`src/rtl/plugboard_loader_if.sv`:
```
// Keyboard-side selection inputs, plugboard-table write port and loader status.
// master = the loader, slave = the keyboard front end / table side.
interface plugboard_loader_if;
    logic        key_valid;
    logic [25:0] key_letter;
    logic        clear;
    logic        wr_valid;
    logic        wr_ready;
    logic        wr_clear;
    logic [25:0] wr_in;
    logic [25:0] wr_out;
    logic [25:0] used;
    logic [3:0]  pair_count;
    logic        busy;
    logic        err;

    modport master (
        input  key_valid, key_letter, clear, wr_ready,
        output wr_valid, wr_clear, wr_in, wr_out, used, pair_count, busy, err
    );
    modport slave (
        output key_valid, key_letter, clear, wr_ready,
        input  wr_valid, wr_clear, wr_in, wr_out, used, pair_count, busy, err
    );
endinterface

```
`src/rtl/plugboard_loader.sv`:
```
// Turns letter selections into symmetric plugboard swap pairs and writes them
// (forward then reverse) into the plugboard table; also issues table clears.
module plugboard_loader #(
    parameter int MAX_PAIRS = 10
) (
    input logic              CLOCK_50,
    input logic              reset,
    plugboard_loader_if.master bus
);
    typedef enum logic [2:0] {IDLE, FIRST, WRITE_FWD, WRITE_REV, CLEAR} state_t;

    state_t      state;
    logic [25:0] a, b;
    logic        clear_pending;

    logic        letter_ok, letter_used, full, xfer;

    assign letter_ok   = (bus.key_letter != '0) &&
                         ((bus.key_letter & (bus.key_letter - 26'd1)) == '0);
    assign letter_used = |(bus.key_letter & bus.used);
    assign full        = bus.pair_count >= 4'(MAX_PAIRS);
    assign xfer        = bus.wr_valid & bus.wr_ready;

    always_ff @(posedge CLOCK_50 or posedge reset) begin
        if (reset) begin
            state          <= IDLE;
            a              <= '0;
            b              <= '0;
            clear_pending  <= 1'b0;
            bus.wr_valid   <= 1'b0;
            bus.wr_clear   <= 1'b0;
            bus.wr_in      <= '0;
            bus.wr_out     <= '0;
            bus.used       <= '0;
            bus.pair_count <= '0;
            bus.busy       <= 1'b0;
            bus.err        <= 1'b0;
        end else begin
            bus.err <= 1'b0;
            case (state)
                IDLE, FIRST: begin
                    // clear beats a coincident key; the key is dropped silently
                    if (bus.clear) begin
                        state        <= CLEAR;
                        a            <= '0;
                        bus.wr_valid <= 1'b1;
                        bus.wr_clear <= 1'b1;
                        bus.wr_in    <= '0;
                        bus.wr_out   <= '0;
                        bus.busy     <= 1'b1;
                    end else if (bus.key_valid) begin
                        if (!letter_ok) begin
                            bus.err <= 1'b1;
                        end else if (state == IDLE) begin
                            if (letter_used || full) begin
                                bus.err <= 1'b1;
                            end else begin
                                a     <= bus.key_letter;
                                state <= FIRST;
                            end
                        end else if (bus.key_letter == a) begin
                            state <= IDLE;
                        end else if (letter_used) begin
                            bus.err <= 1'b1;
                        end else begin
                            b            <= bus.key_letter;
                            state        <= WRITE_FWD;
                            bus.wr_valid <= 1'b1;
                            bus.wr_clear <= 1'b0;
                            bus.wr_in    <= a;
                            bus.wr_out   <= bus.key_letter;
                            bus.busy     <= 1'b1;
                        end
                    end
                end
                WRITE_FWD: begin
                    if (bus.clear) clear_pending <= 1'b1;
                    if (xfer) begin
                        state      <= WRITE_REV;
                        bus.wr_in  <= b;
                        bus.wr_out <= a;
                    end
                end
                WRITE_REV: begin
                    if (xfer) begin
                        bus.used <= bus.used | a | b;
                        if (!full) bus.pair_count <= bus.pair_count + 4'd1;
                        // a clear seen during the pair goes out right after it commits
                        if (clear_pending || bus.clear) begin
                            state         <= CLEAR;
                            clear_pending <= 1'b0;
                            bus.wr_clear  <= 1'b1;
                            bus.wr_in     <= '0;
                            bus.wr_out    <= '0;
                        end else begin
                            state        <= IDLE;
                            bus.wr_valid <= 1'b0;
                            bus.busy     <= 1'b0;
                        end
                    end else if (bus.clear) begin
                        clear_pending <= 1'b1;
                    end
                end
                CLEAR: begin
                    if (xfer) begin
                        state          <= IDLE;
                        a              <= '0;
                        b              <= '0;
                        clear_pending  <= 1'b0;
                        bus.used       <= '0;
                        bus.pair_count <= '0;
                        bus.wr_valid   <= 1'b0;
                        bus.wr_clear   <= 1'b0;
                        bus.busy       <= 1'b0;
                    end
                end
                default: state <= IDLE;
            endcase
        end
    end
endmodule

```
`src/flat_wrapper.sv`:
```
// flat-port wrapper written by rule: the top's interface ports become plain ports
module plugboard_loader_flat 
#(
    parameter int MAX_PAIRS = 10
)
  (CLOCK_50, reset, bus_key_valid, bus_key_letter, bus_clear, bus_wr_ready, bus_wr_valid, bus_wr_clear, bus_wr_in, bus_wr_out, bus_used, bus_pair_count, bus_busy, bus_err);
  plugboard_loader_if bus_i ();
  input logic CLOCK_50;
  input logic reset;
  input wire logic [$bits(bus_i.key_valid)-1:0] bus_key_valid;
  input wire logic [$bits(bus_i.key_letter)-1:0] bus_key_letter;
  input wire logic [$bits(bus_i.clear)-1:0] bus_clear;
  input wire logic [$bits(bus_i.wr_ready)-1:0] bus_wr_ready;
  output wire logic [$bits(bus_i.wr_valid)-1:0] bus_wr_valid;
  output wire logic [$bits(bus_i.wr_clear)-1:0] bus_wr_clear;
  output wire logic [$bits(bus_i.wr_in)-1:0] bus_wr_in;
  output wire logic [$bits(bus_i.wr_out)-1:0] bus_wr_out;
  output wire logic [$bits(bus_i.used)-1:0] bus_used;
  output wire logic [$bits(bus_i.pair_count)-1:0] bus_pair_count;
  output wire logic [$bits(bus_i.busy)-1:0] bus_busy;
  output wire logic [$bits(bus_i.err)-1:0] bus_err;
  assign bus_i.key_valid = bus_key_valid;
  assign bus_i.key_letter = bus_key_letter;
  assign bus_i.clear = bus_clear;
  assign bus_i.wr_ready = bus_wr_ready;
  assign bus_wr_valid = bus_i.wr_valid;
  assign bus_wr_clear = bus_i.wr_clear;
  assign bus_wr_in = bus_i.wr_in;
  assign bus_wr_out = bus_i.wr_out;
  assign bus_used = bus_i.used;
  assign bus_pair_count = bus_i.pair_count;
  assign bus_busy = bus_i.busy;
  assign bus_err = bus_i.err;
  plugboard_loader #(.MAX_PAIRS(MAX_PAIRS)) u_core (.CLOCK_50(CLOCK_50), .reset(reset), .bus(bus_i));
endmodule
```
`config.mk`:
```
export PLATFORM = sky130hd
export DESIGN_NAME = plugboard_loader_flat
export DESIGN_NICKNAME = d
export VERILOG_FILES = /design/src/rtl/plugboard_loader_if.sv /design/src/rtl/plugboard_loader.sv /design/src/flat_wrapper.sv
export SDC_FILE = /design/constraint.sdc
export NUM_CORES = 1
export LEC_CHECK = 0
export CAP_MARGIN = 20
export CELL_PAD_IN_SITES_DETAIL_PLACEMENT = 0
export CELL_PAD_IN_SITES_GLOBAL_PLACEMENT = 1
export CORE_MARGIN = 3
export CORE_UTILIZATION = 42
export DETAILED_ROUTE_END_ITERATION = 8
export PLACE_DENSITY = 0.87
export SYNTH_ARGS = -nofsm -noshare
export SYNTH_HDL_FRONTEND = slang
export SYNTH_SLANG_ARGS = --single-unit
```
`constraint.sdc`:
```
create_clock -name CLOCK_50 -period 4.95 [get_ports CLOCK_50]
set_clock_uncertainty 0.15 [all_clocks]
set_input_delay 0.495 -clock CLOCK_50 [delete_from_list [all_inputs] [get_ports CLOCK_50]]
set_output_delay 0.495 -clock CLOCK_50 [all_outputs]
set_load 0.05 [all_outputs]
```
== Word level (Yosys, flattened, before mapping) ==
Cells that the tools add are included.
Word-level totals
  register bits after elaboration: 141
  bits of input ports: 31
Operators by class
  add/sub/neg operators: 2
  order comparisons: 1
  equality and inequality tests: 27
  multiplexer cells: 76
  bitwise operators: 5
  reduce and logical (&&, ||, !) cells: 22
Operator list (count)
  $mux 26: 24
  $pmux 26 s2: 3
  $pmux 26 s3: 2
  $and 26x26->26: 2
  $or 26x26->26: 2
  $mux 3: 11
  $mux 1: 28
  $reduce_and 9->1: 3
  $eq 26x26->1: 1
  $logic_not 26->1: 1
  $reduce_bool 26->1: 1
  $reduce_or 26->1: 1
  $sub 26x1->26 const B: 1
  $ne 3x3->1 const B: 6
  $ne 2x2->1 const B: 7
  $mux 4: 3
  $pmux 3 s4: 1
  $ne 2x1->1 const B: 5
  $pmux 1 s3: 3
  $reduce_bool 3->1: 3
  $pmux 4 s2: 1
  $reduce_and 8->1: 1
  $reduce_and 7->1: 1
  $eq 3x2->1 const B: 2
  16 further kinds: 20

== Logic depth before layout (Yosys ltp) ==
  depth after elaboration: 9
  depth in mapped cells: 11
  depth with buffers taken out: 8

== Worst setup path before layout ==
OpenSTA, ideal clock, no wires.
  path kind: input port to flip-flop
  start point: input port bus_key_letter[1]
  end point: register u_core.bus.wr_in[0]
  arrival: 2.756 ns
  required time: 4.675 ns
  slack: 1.920 ns
  stages: 10
  path buffers: 2
  cell sequence: buf_4 > or3_4 > maj3_2 > nor3_2 > o22ai_1 > nor3_4 > nand2_1 > o21ai_1 > buf_2 > mux2_2
Between the ends
  longest elaborated chain between the ends: 6
  elaborated cells on any way between the ends: 12
RTL lines
  start: declaration: line flat_wrapper.sv:11  | input wire logic [$bits(bus_i.key_letter)-1:0] bus_key_letter;
  $sub 26x1->26: line plugboard_loader.sv:19  | ((bus.key_letter & (bus.key_letter - 26'd1)) == '0);
  $and 26x26->26: line plugboard_loader.sv:19
  $logic_not 26->1: line plugboard_loader.sv:19
  $logic_and 1x1->1: line plugboard_loader.sv:18  | assign letter_ok = (bus.key_letter != '0) &&
  $ne 3x2->1 (no line)
  $reduce_and 9->1 (no line) (*)
  end signal: assignment: line plugboard_loader.sv:32  | bus.wr_in <= '0;
  end signal: assignment: line plugboard_loader.sv:48  | bus.wr_in <= '0;
  end signal: assignment: line plugboard_loader.sv:70  | bus.wr_in <= a;
  end: declaration: line plugboard_loader_if.sv:19  | output wr_valid, wr_clear, wr_in, wr_out, used, pair_count, busy, err
Mark *: on every way between the ends. The rest lies on a longest branch, timed or not.
A chain may end at the register's enable or synchronous reset.

== Worst setup path in the final report ==
  start point: input port bus_key_letter[2]
  end point: register u_core.a[24]
Between the ends
  longest elaborated chain between the ends: 6
  elaborated cells on any way between the ends: 11
RTL lines
  $sub 26x1->26: line plugboard_loader.sv:19
  $and 26x26->26: line plugboard_loader.sv:19
  $logic_not 26->1: line plugboard_loader.sv:19
  $logic_and 1x1->1: line plugboard_loader.sv:18
  $ne 3x2->1 (no line)
  $reduce_and 6->1 (no line) (*)
  end signal: assignment: line plugboard_loader.sv:58  | a <= bus.key_letter;
  end: declaration: line plugboard_loader.sv:13  | logic [25:0] a, b;
Marks and branches as above.

==> impl_metrics.toml <==
[sta]
max_freq_ghz = 0.2643
fin_crit_ps = 3784
tns_ps = 0
min_period_over_period = 0.7644
setup_ws_ps = 1166
worstMarginPinSlew_ps = 748.8
report.final.slew_viol_count = 0
rsz0062_at_grt = "false"
timing.final.hold_violations = 0
setup_viol = 0
relSlewSlack = 0.5008

[cells_and_area]
diodes = 0
multi_input_area_um2 = 3483
final_net_count = 861
area_growth_pct = 26.42
regArea_um2 = 3528
fill_cells = 1524
drive_above_1_share = 0.1379

[floorplan]
initial_core_util = 0.4308
fp.coreArea_um2 = 17360
die_area_um2 = 19440
io-pin-count = 117
die_y_um = 139.4
die_x_um = 139.4
rows = 48

[cts]
cts_buffers = 17
clock_latency_ps = 430
post_cts_buffers = 0
cts_tree = "done"
cts_root_buffer = "clkbuf_16"
ctsHoldBuffers = 0
path_clk_slew_ps = 60
htree_levels = 4
cts_resized = 0
clockBufferDepth = 2
clock-sinks = 141

[logic_synthesis]
synth.top_cell.area_share = 0.4719
netlist_instances = 741
netlist_area_um2 = 7477
ys_warn_count = 0
synth_seq_area_share = 0.4719
synth-xor-area-share = 0.03163
synth_area_leaders = "dfrtp_1 (47%), mux2_2 (8.0%), mux2i_1 (7.0%)"
syn_nets = 774
ys_seq_elements = 141
synth_top_area_cell = "dfrtp_1"
synth_compound_area_frac = 0.1523
synth_simple_gate_area_frac = 0.1220
synth_mux_area_frac = 0.1494
ys_types = 58
synthArstFlopShare = 1.000
ys.flop_type = "dfrtp_1"
synth-adder-area-share = 0.004853
synth_top_family_by_area = "compound AO/OA/AOI/OAI gates"
synth_edf_count = 0
postSynthAreaPerCell_um2 = 10.09

[setup_path]
critPathCaptureType = "flip-flop"
critical_path.startpoint_type = "input pin"
critPathKind = "input pin to flip-flop"
worst_ep_required_time_ps = 5100
rr_startpoint = "u_core.bus.used[23]"
reg2reg_depth = 8
rrSetupSlack_ps = 1850
cp_max_fo = 18
cp.arrival_ps = 3940
timing.rr.end = "u_core.a[24]"

[grt]
grtUsageTotal = 0.2219
overflow = 0
antenna_found_initial = 0
grt_max_degree = 82
grt_pass1_vias = 5969
grt_pass1_wl_um = 34200

[min_path]
holdPathStages = 1
hold_class = "flip-flop to flip-flop"
min-delay-start = "u_core.bus.wr_out[1]"
hold_end = "u_core.bus.wr_out[1]"

[power]
power.density_nw_per_um2 = 570.2
p_leak_nw = 4.203
power.total_w = 0.005390
ir_drop_mv = 0.3568

[route]
routedWlPerCell_um = 20.02
vias = 6049
first_pass_iters = 6
drt_iter0_drc = 514
vias_per_cell = 5.674
ant_nets = 0
wirelength_um = 21340
drc_errors = 0

[placement]
dp_hpwl_um = 14400
gp_congestion = 0.8983
port_buffers = 116
post-place-ws_ps = 774.7

[run_status]
status = "complete, no violations"

[flow_run]
max-cap-violations = 0
## area by class of cell
cell class,instances,share of cell area
multi-input cells,479,0.3685
repair buffers,133,0.1385
flip-flops and latches,141,0.3733
well taps,225,0.02978
clock inverters,10,0.01707
clock buffers,22,0.05017
inverters,56,0.02277
## cell usage in the layout, fill, tap and decap left out, types with 5 or more instances in the layout
cell type / netlist / routed
dfrtp_1: 141 / 141
clkdlybuf4s50_1: 0 / 116
nand2_1: 96 / 96
inv_1: 56 / 55
a22o_1: 55 / 55
mux2_2: 53 / 53
mux2i_1: 52 / 52
a21oi_1: 39 / 39
o21ai_0: 33 / 33
nor2_1: 21 / 18
clkbuf_16: 0 / 17
xnor2_1: 16 / 16
buf_4: 2 / 15
nor3_1: 14 / 14
xor2_1: 11 / 11
nand4_1: 9 / 9
a22oi_1: 7 / 7
nor4_1: 6 / 6
nand3_1: 5 / 5
or3_1: 5 / 5
## metal layers
| metal | routed length, um | global-route usage | part of all wire | vias up |
|---|---|---|---|---|
| met4 | 418 | 0.06746 | 0.020 | 0 |
| met3 | 1179 | 0.04021 | 0.055 | 36 |
| met2 | 9808 | 0.3412 | 0.46 | 235 |
| met5 | 0 | 0 | 0 | - |
| li1 | - | - | - | 2774 |
| met1 | 9930 | 0.3211 | 0.47 | 3004 |
## Yosys cell counts (3+ instances only)
cell and count:
nor2_1 21, buf_2 13, xor2_1 11, nor4b_1 4, dfrtp_1 141, mux2_2 53, a22oi_1 7, nand3_1 5
inv_1 56, xnor2_1 16, nor4_1 6, or3_1 5, clkbuf_1 45, a211oi_1 4, a221oi_1 3, nor3_1 14
a22o_1 55, nand2b_1 3, o21ai_0 33, nand4_1 9, nand2_1 96, a21oi_1 39, buf_6 4, mux2i_1 52
## critical path, cell delays in order
cell             delay [ps]
clkdlybuf4s50_1         690
or3_4                   520
a2111oi_0               340
o22ai_1                 210
nor3_4                  260
nand3_2                 120
or4b_1                  760
buf_4                   360
mux2i_1                 150
## registers in the layout, indices dropped and copies added (netlist names)
signal and flops:
u_core.clear_pending 1, u_core.bus.wr_in 26, u_core.bus.wr_clear 1, u_core.state 3, u_core.bus.wr_out 26, u_core.bus.busy 1
u_core.b 26, u_core.bus.pair_count 4, u_core.bus.err 1, u_core.a 26, u_core.bus.used 26
## per-stage QoR
step | hold WS, ps | cells | util | instance area (um^2)
global placement | 337.9 | 1033 | 0.5071 | 8802
finish | 355.2 | 1066 | 0.5446 | 9453
floorplan | 355.4 | 741 | - | 7477
detailed placement | 346.6 | 1033 | 0.5071 | 8802
global route | 362.6 | 1066 | 0.5446 | 9453
CTS | 359.5 | 1065 | 0.5438 | 9438
## report_power, final
part | total [W] | switching [W] | internal, W | leakage [nW]
Combinational | 0.00221 | 0.00144 | 0.000773 | 2.05
Clock | 0.00139 | 0.000506 | 0.000882 | 0.302
Sequential | 0.00179 | 0.000314 | 0.00148 | 1.85
Total | 0.00539 | 0.00226 | 0.00313 | 4.20
## kinds of logic after synthesis
kind of cell	after synthesis
compound gates	162
flops	141
simple gates	182
mux	105
buf+inv	121
fa+ha+maj	3
xor+xnor	27
## worst max path at each step
stage | slack, ps | depth (start not counted) | startpoint | end
after floorplan | 520 | 1 | reset | u_core.a[0]
after global placement | 850 | 10 | bus_key_letter[2] | u_core.a[24]
after detailed placement | 770 | 10 | bus_key_letter[2] | u_core.a[11]
after CTS | 1220 | 10 | bus_key_letter[2] | u_core.a[12]
after global routing | 980 | 10 | bus_key_letter[2] | u_core.a[9]
final | 1170 | 9 | bus_key_letter[2] | u_core.a[24]
No activity file was read; power rests on OpenSTA's default activity.
